$ cat config.mk
export PLATFORM = sky130hd
export DESIGN_NAME = pipeline_hazard_ctrl_flat
export DESIGN_NICKNAME = d
export VERILOG_FILES = /design/src/rtl/pipeline_hazard_ctrl_if.sv /design/src/rtl/pipeline_hazard_ctrl.sv /design/src/flat_wrapper.sv
export SDC_FILE = /design/constraint.sdc
export NUM_CORES = 1
export LEC_CHECK = 0
export ABC_AREA = 0
export CORE_MARGIN = 2
export CORE_UTILIZATION = 54
export DETAILED_ROUTE_END_ITERATION = 8
export GPL_TIMING_DRIVEN = 0
export PLACE_DENSITY = 0.95
export REMOVE_ABC_BUFFERS = 1
export SYNTH_ARGS = -nofsm -noshare
export SYNTH_HDL_FRONTEND = slang
export SYNTH_SLANG_ARGS = --single-unit
$ cat constraint.sdc
create_clock -name clkIn -period 5 [get_ports clkIn]
set_input_delay 0.5 -clock clkIn [delete_from_list [all_inputs] [get_ports clkIn]]
set_output_delay 0.5 -clock clkIn [all_outputs]
set_load 0.1 [all_outputs]
$ cat src/rtl/pipeline_hazard_ctrl_if.sv
// Signal bundle between the pipeline datapath and its hazard/sequencing controller.
// The datapath side uses master; the controller uses slave.
interface pipeline_hazard_ctrl_if #(
  parameter int STALL_CNT_W = 16
);
  logic [4:0]             IDRs1In;
  logic [4:0]             IDRs2In;
  logic [4:0]             IDRdIn;
  logic                   IDUsesRs1In;
  logic                   IDUsesRs2In;
  logic                   IDWritesRdIn;
  logic                   RedirectIn;
  logic                   HaltIn;
  logic                   StepIn;
  logic                   PipeEnOut;
  logic                   PCWriteOut;
  logic                   IFIDWriteOut;
  logic                   IFIDFlushOut;
  logic                   IDEXFlushOut;
  logic                   EXMEMFlushOut;
  logic                   StallOut;
  logic                   HaltedOut;
  logic [STALL_CNT_W-1:0] StallCntOut;

  modport master (
    output IDRs1In, IDRs2In, IDRdIn, IDUsesRs1In, IDUsesRs2In, IDWritesRdIn,
           RedirectIn, HaltIn, StepIn,
    input  PipeEnOut, PCWriteOut, IFIDWriteOut, IFIDFlushOut, IDEXFlushOut,
           EXMEMFlushOut, StallOut, HaltedOut, StallCntOut
  );

  modport slave (
    input  IDRs1In, IDRs2In, IDRdIn, IDUsesRs1In, IDUsesRs2In, IDWritesRdIn,
           RedirectIn, HaltIn, StepIn,
    output PipeEnOut, PCWriteOut, IFIDWriteOut, IFIDFlushOut, IDEXFlushOut,
           EXMEMFlushOut, StallOut, HaltedOut, StallCntOut
  );
endinterface

$ cat src/rtl/pipeline_hazard_ctrl.sv
// Hazard and sequencing controller for a 5-stage pipeline without forwarding:
// RAW stall via a 3-slot destination scoreboard, redirect flush, run/halt/step FSM.
module pipeline_hazard_ctrl #(
  parameter int STALL_CNT_W = 16
) (
  input  logic                   clkIn,
  input  logic                   resetIn,
  pipeline_hazard_ctrl_if.slave  hz
);
  localparam int SLOTS = 3;

  typedef enum logic [1:0] {
    ST_RUN  = 2'd0,
    ST_HALT = 2'd1,
    ST_STEP = 2'd2
  } state_t;

  state_t                 state_reg;
  state_t                 state_next;
  logic                   run;
  logic                   halted;

  // Slot 0 = ID/EX, slot 1 = EX/MEM, slot 2 = MEM/WB.
  logic [SLOTS-1:0]       slot_v_reg;
  logic [SLOTS-1:0]       slot_v_next;
  logic [4:0]             slot_rd_reg  [SLOTS];
  logic [4:0]             slot_rd_next [SLOTS];

  logic [SLOTS-1:0]       hit_rs1;
  logic [SLOTS-1:0]       hit_rs2;
  logic                   rs1_hzd;
  logic                   rs2_hzd;
  logic                   hzd;
  logic                   new_v;

  logic                   pc_write;
  logic                   ifid_write;
  logic                   ifid_flush;
  logic                   idex_flush;
  logic                   exmem_flush;
  logic                   stall;

  logic [STALL_CNT_W-1:0] stall_cnt_reg;
  logic [STALL_CNT_W-1:0] stall_cnt_next;

  generate
    for (genvar gi = 0; gi < SLOTS; gi++) begin : g_match
      assign hit_rs1[gi] = slot_v_reg[gi] & (slot_rd_reg[gi] == hz.IDRs1In);
      assign hit_rs2[gi] = slot_v_reg[gi] & (slot_rd_reg[gi] == hz.IDRs2In);
    end
  endgenerate

  // The WB slot also hazards: the register file writes at the edge ending WB.
  assign rs1_hzd = hz.IDUsesRs1In & (hz.IDRs1In != 5'd0) & (|hit_rs1);
  assign rs2_hzd = hz.IDUsesRs2In & (hz.IDRs2In != 5'd0) & (|hit_rs2);
  assign hzd     = rs1_hzd | rs2_hzd;
  assign new_v   = hz.IDWritesRdIn & (hz.IDRdIn != 5'd0);

  always_ff @(posedge clkIn or negedge resetIn) begin
    if (!resetIn) begin
      state_reg <= ST_RUN;
    end else begin
      state_reg <= state_next;
    end
  end

  always_comb begin
    state_next = state_reg;
    case (state_reg)
      ST_RUN: begin
        if (hz.HaltIn) begin
          state_next = ST_HALT;
        end
      end
      ST_HALT: begin
        if (hz.StepIn) begin
          state_next = ST_STEP;
        end else if (!hz.HaltIn) begin
          state_next = ST_RUN;
        end
      end
      ST_STEP: begin
        state_next = hz.HaltIn ? ST_HALT : ST_RUN;
      end
      default: begin
        state_next = ST_RUN;
      end
    endcase
  end

  always_comb begin
    run    = 1'b0;
    halted = 1'b0;
    case (state_reg)
      ST_RUN:  run    = 1'b1;
      ST_STEP: run    = 1'b1;
      ST_HALT: halted = 1'b1;
      default: begin
        run    = 1'b0;
        halted = 1'b0;
      end
    endcase
  end

  // Redirect wins over stall: the stalled ID instruction is on the wrong path anyway.
  always_comb begin
    pc_write    = 1'b0;
    ifid_write  = 1'b0;
    ifid_flush  = 1'b0;
    idex_flush  = 1'b0;
    exmem_flush = 1'b0;
    stall       = 1'b0;
    if (run) begin
      if (hz.RedirectIn) begin
        pc_write    = 1'b1;
        ifid_write  = 1'b1;
        ifid_flush  = 1'b1;
        idex_flush  = 1'b1;
        exmem_flush = 1'b1;
      end else if (hzd) begin
        idex_flush  = 1'b1;
        stall       = 1'b1;
      end else begin
        pc_write    = 1'b1;
        ifid_write  = 1'b1;
      end
    end
  end

  // The redirecting instruction keeps flowing into WB so its own rd write stays tracked.
  always_comb begin
    slot_v_next  = slot_v_reg;
    slot_rd_next = slot_rd_reg;
    if (run) begin
      slot_v_next[2]  = slot_v_reg[1];
      slot_rd_next[2] = slot_rd_reg[1];
      if (hz.RedirectIn) begin
        slot_v_next[1]  = 1'b0;
        slot_rd_next[1] = 5'd0;
      end else begin
        slot_v_next[1]  = slot_v_reg[0];
        slot_rd_next[1] = slot_rd_reg[0];
      end
      if (hz.RedirectIn | hzd) begin
        slot_v_next[0]  = 1'b0;
        slot_rd_next[0] = 5'd0;
      end else begin
        slot_v_next[0]  = new_v;
        slot_rd_next[0] = new_v ? hz.IDRdIn : 5'd0;
      end
    end
  end

  always_comb begin
    stall_cnt_next = stall_cnt_reg;
    if (stall && run && !(&stall_cnt_reg)) begin
      stall_cnt_next = stall_cnt_reg + {{(STALL_CNT_W-1){1'b0}}, 1'b1};
    end
  end

  always_ff @(posedge clkIn or negedge resetIn) begin
    if (!resetIn) begin
      slot_v_reg    <= '0;
      for (int i = 0; i < SLOTS; i++) begin
        slot_rd_reg[i] <= 5'd0;
      end
      stall_cnt_reg <= '0;
    end else begin
      slot_v_reg    <= slot_v_next;
      slot_rd_reg   <= slot_rd_next;
      stall_cnt_reg <= stall_cnt_next;
    end
  end

  assign hz.PipeEnOut     = run;
  assign hz.PCWriteOut    = pc_write;
  assign hz.IFIDWriteOut  = ifid_write;
  assign hz.IFIDFlushOut  = ifid_flush;
  assign hz.IDEXFlushOut  = idex_flush;
  assign hz.EXMEMFlushOut = exmem_flush;
  assign hz.StallOut      = stall;
  assign hz.HaltedOut     = halted;
  assign hz.StallCntOut   = stall_cnt_reg;
endmodule

$ cat src/flat_wrapper.sv
// flat-port wrapper written by rule: the top's interface ports become plain ports
module pipeline_hazard_ctrl_flat 
#(
  parameter int STALL_CNT_W = 16
)
  (clkIn, resetIn, hz_IDRs1In, hz_IDRs2In, hz_IDRdIn, hz_IDUsesRs1In, hz_IDUsesRs2In, hz_IDWritesRdIn, hz_RedirectIn, hz_HaltIn, hz_StepIn, hz_PipeEnOut, hz_PCWriteOut, hz_IFIDWriteOut, hz_IFIDFlushOut, hz_IDEXFlushOut, hz_EXMEMFlushOut, hz_StallOut, hz_HaltedOut, hz_StallCntOut);
  pipeline_hazard_ctrl_if #(.STALL_CNT_W(STALL_CNT_W)) hz_i ();
  input  logic clkIn;
  input  logic resetIn;
  input wire logic [$bits(hz_i.IDRs1In)-1:0] hz_IDRs1In;
  input wire logic [$bits(hz_i.IDRs2In)-1:0] hz_IDRs2In;
  input wire logic [$bits(hz_i.IDRdIn)-1:0] hz_IDRdIn;
  input wire logic [$bits(hz_i.IDUsesRs1In)-1:0] hz_IDUsesRs1In;
  input wire logic [$bits(hz_i.IDUsesRs2In)-1:0] hz_IDUsesRs2In;
  input wire logic [$bits(hz_i.IDWritesRdIn)-1:0] hz_IDWritesRdIn;
  input wire logic [$bits(hz_i.RedirectIn)-1:0] hz_RedirectIn;
  input wire logic [$bits(hz_i.HaltIn)-1:0] hz_HaltIn;
  input wire logic [$bits(hz_i.StepIn)-1:0] hz_StepIn;
  output wire logic [$bits(hz_i.PipeEnOut)-1:0] hz_PipeEnOut;
  output wire logic [$bits(hz_i.PCWriteOut)-1:0] hz_PCWriteOut;
  output wire logic [$bits(hz_i.IFIDWriteOut)-1:0] hz_IFIDWriteOut;
  output wire logic [$bits(hz_i.IFIDFlushOut)-1:0] hz_IFIDFlushOut;
  output wire logic [$bits(hz_i.IDEXFlushOut)-1:0] hz_IDEXFlushOut;
  output wire logic [$bits(hz_i.EXMEMFlushOut)-1:0] hz_EXMEMFlushOut;
  output wire logic [$bits(hz_i.StallOut)-1:0] hz_StallOut;
  output wire logic [$bits(hz_i.HaltedOut)-1:0] hz_HaltedOut;
  output wire logic [$bits(hz_i.StallCntOut)-1:0] hz_StallCntOut;
  assign hz_i.IDRs1In = hz_IDRs1In;
  assign hz_i.IDRs2In = hz_IDRs2In;
  assign hz_i.IDRdIn = hz_IDRdIn;
  assign hz_i.IDUsesRs1In = hz_IDUsesRs1In;
  assign hz_i.IDUsesRs2In = hz_IDUsesRs2In;
  assign hz_i.IDWritesRdIn = hz_IDWritesRdIn;
  assign hz_i.RedirectIn = hz_RedirectIn;
  assign hz_i.HaltIn = hz_HaltIn;
  assign hz_i.StepIn = hz_StepIn;
  assign hz_PipeEnOut = hz_i.PipeEnOut;
  assign hz_PCWriteOut = hz_i.PCWriteOut;
  assign hz_IFIDWriteOut = hz_i.IFIDWriteOut;
  assign hz_IFIDFlushOut = hz_i.IFIDFlushOut;
  assign hz_IDEXFlushOut = hz_i.IDEXFlushOut;
  assign hz_EXMEMFlushOut = hz_i.EXMEMFlushOut;
  assign hz_StallOut = hz_i.StallOut;
  assign hz_HaltedOut = hz_i.HaltedOut;
  assign hz_StallCntOut = hz_i.StallCntOut;
  pipeline_hazard_ctrl #(.STALL_CNT_W(STALL_CNT_W)) u_core (.clkIn(clkIn), .resetIn(resetIn), .hz(hz_i));
endmodule
==> flow_metrics.py, run 1 <==
metrics = {
    "status": {
        "outcome": "finished clean",
    },
    "logic_synthesis": {
        "ys_top_cells_by_count": "xor2_1, dfrtp_1, nand2_1",
        "synth_warnings": 0,
        "syn_area_um2": 2100,
        "synth_edf_count": 0,
        "ys_seq_area_share_pct": 43.0,
        "synth_flop_cell": "dfrtp_1",
        "yosysMostFrequentCell": "xor2_1",
        "synth_top_area_share_pct": 43.0,
        "synth_top_cells_by_area": "dfrtp_1, xor2_1, mux2_2",
        "ys_async_sr_fraction_pct": 100,
        "synth.avg_cell_area_um2": 10.0,
        "yosysTopAreaCell": "dfrtp_1",
        "yosysUniqueCellTypes": 32,
        "synth-seq-cells": 36,
        "synthCells": 209,
    },
    "floorplan": {
        "core_um2": 3690,
        "die_area_um2": 4400,
        "die_h_um": 66.3,
        "io_pins": 47,
        "initial_core_util_pct": 56.9,
        "chipWidth_um": 66.3,
        "rows": 22,
    },
    "detailed_routing": {
        "dr.first_iter.drc_count": 76,
        "ant_nets": 0,
        "drcViolationCount": 0,
        "wl_per_cell_um": 16.0,
        "dr.pass1.iters": 4,
        "viasPerCell": 5.67,
        "routed_wl_um": 4820,
        "via_count": 1707,
    },
    "timing": {
        "worst_slew_pin_slew_ns": 0.983,
        "relSlewSlack_pct": 34.3,
        "min_period_over_period_pct": 84.7,
        "fin_skew_ns": 0.00683,
        "fin_setup_tns_ns": 0,
        "rsz0062_at_grt": "no",
        "drv_slew": 0,
        "setup_violations": 0,
        "fmax_mhz": 236,
        "holdWs_ns": 0.292,
        "post-route-min-period_ns": 4.24,
        "hold_violations": 0,
    },
    "clock_network": {
        "clk_latency_ns": 0.28,
        "htreeDepth": 2,
        "cts_inserted_buffers": 5,
        "clkTransAtPathRegs_ns": 0.07,
        "cts-hold-fix-buffers": 0,
        "cts_sinks": 36,
        "cts-resized-gates": 0,
        "cts_tree": "built",
        "cts-root-buf": "clkbuf_8",
        "cts_setup_buffers": 0,
        "clock_path_buffers": 2,
    },
    "setup_path": {
        "worst_path_most_repeated_cell": "clkdlybuf4s50_1",
        "required_ns": 4.50,
        "r2r_start": "u_core.slot_rd_reg[7]",
        "crit_chain": "clkdlybuf4s50_1, or4_1, o21ai_0, a31o_2, a21oi_1, nor2_1, clkdlybuf4s50_1",
        "crit_arrival_ns": 3.74,
        "crit_start": "hz_IDRs2In[1]",
        "slowest_stage": "clkdlybuf4s50_1",
        "crit_family": "buffers and inverters",
        "crit_fanout": 21,
        "start_kind": "input pin",
        "cpPeakStageDelay_ns": 1.17,
        "path_buf_inv": 2,
        "criticalPathCategory": "input pin to primary output",
        "end_kind": "primary output",
    },
    "global_routing": {
        "antenna_found_initial": 0,
        "grt_pass1_wl_um": 7900,
        "grt_max_degree": 37,
        "grt_pass1_vias": 1685,
        "gr-total-overflow": 0,
        "track_usage_pct": 23.7,
    },
    "hold_path": {
        "hp-class": "input pin to async pin",
    },
    "layout": {
        "nets": 276,
        "largest_reg_flops": 16,
        "drive_above_1_share_pct": 9.09,
        "fin_util_pct": 71.5,
        "area_delta_synth_final_pct": 25.8,
        "n_antenna_cell": 0,
    },
    "placement": {
        "place_congestion": 0.893,
        "io_buffers": 46,
        "dp_hpwl_um": 3430,
    },
    "pwr": {
        "total_power_uw": 706,
        "p_leak_nw": 1.16,
        "p_per_area_nw_per_um2": 267,
        "ir_drop_uv": 275,
    },
    "flow_run": {
        "cap_violations": 0,
    },
}
-- path summary, 6_finish.rpt --
path                                             end  slack (ns)  cells past startpoint
setup / recovery                       hz_PCWriteOut        0.76                      7
hold reg to reg            u_core.hz.StallCntOut[10]        0.50                      1
hold / removal                 u_core.slot_rd_reg[4]        0.29                      1
max in group asynchronous  u_core.hz.StallCntOut[12]        4.20                      1
setup reg to reg            u_core.hz.StallCntOut[1]        2.69                      6
min in group clkIn         u_core.hz.StallCntOut[10]        0.50                      1
-- where the power goes --
part           internal, mW  switching (mW)  total [mW]
combinational        0.0554           0.112       0.168
sequential            0.306          0.0234       0.330
clock                 0.112          0.0959       0.208
-- area by class of cell --
type / instances / area [um^2]
clock buffer: 8 / 90.1
fill: 299 / 1050
inverter: 3 / 11.3
multi-input combinational: 160 / 1120
sequential: 36 / 901
tap: 48 / 60.1
timing repair buffer: 46 / 455
-- layer usage --
layer / track usage [%] / part of all wire [%] / vias up
met3: 4.77 / 6.2 / 7
met2: 40.6 / 48 / 54
met1: 29.8 / 45 / 827
li1: - / - / 819
met4: 7.65 / 1.2 / 0
met5: 0 / 0 / -
-- metrics by stage --
step | setup WS [ns] | cell area, um^2 | instances
after floorplan | 0.380 | 2030 | 199
after global placement | 0.825 | 2550 | 293
after detailed placement | 0.799 | 2550 | 293
after CTS | 0.793 | 2640 | 301
after global routing | 0.651 | 2640 | 301
final | 0.763 | 2640 | 301
-- layout by cell type, fill, tap and decap left out, drive strengths merged, types with 3 or more instances in the layout --
master and n:
nor4 6, clkbuf 8, nor2 4, o21ai 14, nand3 17, and2 3, clkdlybuf4s50 45, xnor2 7
a21oi 7, xor2 37, mux2 8, a2111oi 4, dfrtp 36, nand4 5, a211oi 5, nand2 24
and3 5, or4 3
-- cell families after synthesis --
logic type               share of synthesized area (%)
AO/OA/AOI/OAI                                     13.1
AND/OR/NAND/NOR                                   17.1
multiplexers                                      4.30
adder cells (fa/ha/maj)                          0.597
flip-flops                                        43.0
XOR/XNOR                                          18.4
buffers and inverters                             3.58
Note: power is estimated with default switching activity, not from simulation.
==> run 2, diff against run 1 <==
--- a/config.mk
+++ b/config.mk
@@ -7,10 +7,10 @@
 export LEC_CHECK = 0
 export ABC_AREA = 0
 export CORE_MARGIN = 2
-export CORE_UTILIZATION = 54
+export CORE_UTILIZATION = 50
 export DETAILED_ROUTE_END_ITERATION = 8
 export GPL_TIMING_DRIVEN = 0
-export PLACE_DENSITY = 0.95
+export PLACE_DENSITY = 0.9
 export REMOVE_ABC_BUFFERS = 1
 export SYNTH_ARGS = -nofsm -noshare
 export SYNTH_HDL_FRONTEND = slang
==> constraint.sdc (replaced) <==
create_clock -name clkIn -period 3.9 [get_ports clkIn]
set_input_delay 0.39 -clock clkIn [delete_from_list [all_inputs] [get_ports clkIn]]
set_output_delay 0.39 -clock clkIn [all_outputs]
set_load 0.1 [all_outputs]
==> flow_metrics.py, run 2 (synthesis results as in run 1) <==
metrics = {
    "status": {
        "outcome": "finished clean",
    },
    "global_routing": {
        "grt_pass1_vias": 1691,
        "grt_pass1_wl_um": 7760,
        "grt_max_degree": 37,
        "antenna_found_initial": 0,
        "gr-total-overflow": 0,
        "track_usage_pct": 22.5,
    },
    "setup_path": {
        "criticalPathCategory": "input pin to primary output",
        "required_ns": 3.51,
        "start_kind": "input pin",
        "crit_arrival_ns": 3.33,
        "crit_fanout": 21,
        "ff2ff_setup_slack_ns": 1.56,
        "end_kind": "primary output",
    },
    "detailed_routing": {
        "m1WireLength_um": 2150,
        "met3_length_um": 307,
        "via_count": 1760,
        "dr.pass1.iters": 4,
        "routed_wl_um": 4920,
        "wl_met2_um": 2400,
        "ant_nets": 0,
        "wl_per_cell_um": 16.3,
        "dr.first_iter.drc_count": 112,
        "viasPerCell": 5.83,
        "drcViolationCount": 0,
        "dr.max_layer_used": "met4",
    },
    "layout": {
        "final_cell_mix": "clkdlybuf4s50_1, xor2_1, dfrtp_1, nand2_1, nand3_1",
        "regArea_um2": 901,
        "n_antenna_cell": 0,
        "multi_input_area_um2": 1120,
        "area_delta_synth_final_pct": 26.0,
        "n_fill_cell": 341,
        "nets": 276,
        "largest_reg_flops": 16,
        "layoutNonFillerInstCount": 302,
        "final_common_cell": "clkdlybuf4s50_1",
        "drive_above_1_share_pct": 9.52,
    },
    "timing": {
        "fmax_mhz": 269,
        "post-route-min-period_ns": 3.72,
        "relSlewSlack_pct": 34.7,
        "hold_violations": 0,
        "setup_violations": 0,
        "min_period_over_period_pct": 95.3,
        "drv_slew": 0,
        "fin_skew_ns": 0.00203,
        "rsz0062_at_grt": "no",
        "holdWs_ns": 0.183,
        "worst_slew_pin_slew_ns": 0.977,
    },
    "flow_run": {
        "cap_violations": 0,
    },
    "clock_network": {
        "clock_path_buffers": 2,
        "cts_setup_buffers": 0,
        "htreeDepth": 2,
        "cts_sinks": 36,
        "cts_tree": "built",
        "clkTransAtPathRegs_ns": 0.07,
        "clk_latency_ns": 0.29,
        "cts-hold-fix-buffers": 0,
        "cts_inserted_buffers": 5,
        "cts-root-buf": "clkbuf_8",
    },
    "floorplan": {
        "rows": 23,
        "core_um2": 4030,
        "die_area_um2": 4730,
        "die_h_um": 68.8,
        "initial_core_util_pct": 52.0,
        "io_pins": 47,
        "chipWidth_um": 68.8,
    },
    "pwr": {
        "p_sw_uw": 298,
        "combPwrFrac_pct": 23.2,
        "p_leak_nw": 1.18,
        "clkPwrFrac_pct": 30.7,
        "switching_share_pct": 32.5,
        "p_per_area_nw_per_um2": 347,
        "ir_drop_uv": 321,
        "sequentialPowerShare_pct": 46.1,
        "p_int_uw": 619,
    },
    "placement": {
        "io_buffers": 46,
        "place_congestion": 0.871,
        "dp_hpwl_um": 3450,
        "dp_cells": 295,
    },
    "hold_path": {
        "hp-class": "input pin to async pin",
    },
}
[run 2: changes by cell type in the layout (fill, tap and decap cells not counted)]
cell             delta
clkdlybuf4s50_1     -4
dlygate4sd2_1       +4
clkbuf_1            -2
clkbuf_8            +1
[run 2: what timing repair did]
item | in CTS | in global routing
hold endpoints to repair | 0 | 0
setup endpoints to repair | 4 | 0
gates resized for setup | 4 | 0
[run 2: path summary, 6_finish.rpt]
kind	start	end	cells past startpoint
hold reg to reg	u_core.hz.StallCntOut[5]	u_core.hz.StallCntOut[5]	1
hold / removal	resetIn	u_core.slot_rd_reg[1]	1
setup / recovery	hz_IDRs2In[2]	hz_IFIDWriteOut	7
max in group asynchronous	resetIn	u_core.hz.StallCntOut[12]	1
min in group clkIn	u_core.hz.StallCntOut[5]	u_core.hz.StallCntOut[5]	1
setup reg to reg	u_core.slot_rd_reg[3]	u_core.hz.StallCntOut[1]	6
[run 2: metal layers]
metal  global-route usage [%]  vias up
li1                         -      826
met1                     27.4      875
met2                     38.5       52
met4                     8.09        0
met5                        0        -
met3                     6.01        7
[run 2: power by group through the flow]
stage	registers [mW]	clock network, mW	logic, mW
2_1_floorplan	0.467	0	0.0982
3_3_place_gp	0.429	0	0.211
6_report	0.423	0.282	0.213
5_1_grt	0.426	0.305	0.226
4_1_cts	0.422	0.291	0.214
3_5_place_dp	0.429	0	0.215
[run 2: metrics by stage]
stage                     area (um^2)  power, mW  utilization, %  TNS, ns  setup WS [ns]
after floorplan                  2030      0.565               -    -1.00         -0.500
after global placement           2560      0.640            63.4  -0.0803        -0.0405
after detailed placement         2550      0.644            63.3   -0.257         -0.105
after CTS                        2640      0.927            65.6        0          0.189
after global routing             2640      0.957            65.6        0         0.0574
final                            2640      0.917            65.6        0          0.184
[run 2: layout make-up]
type / count / share of cell area, %
timing repair buffer: 46 / 17.0
inverter: 3 / 0.426
sequential: 36 / 34.1
tap: 50 / 2.37
clock buffer: 7 / 3.65
multi-input combinational: 160 / 42.4
[run 2: worst max-delay path: stages]
cell and delay [ns]:
clkdlybuf4s50_1 0.53, or4_1 0.55, o21ai_0 0.20, a31o_2 0.51, a21oi_1 0.14, nor2_1 0.13
dlygate4sd2_1 0.87
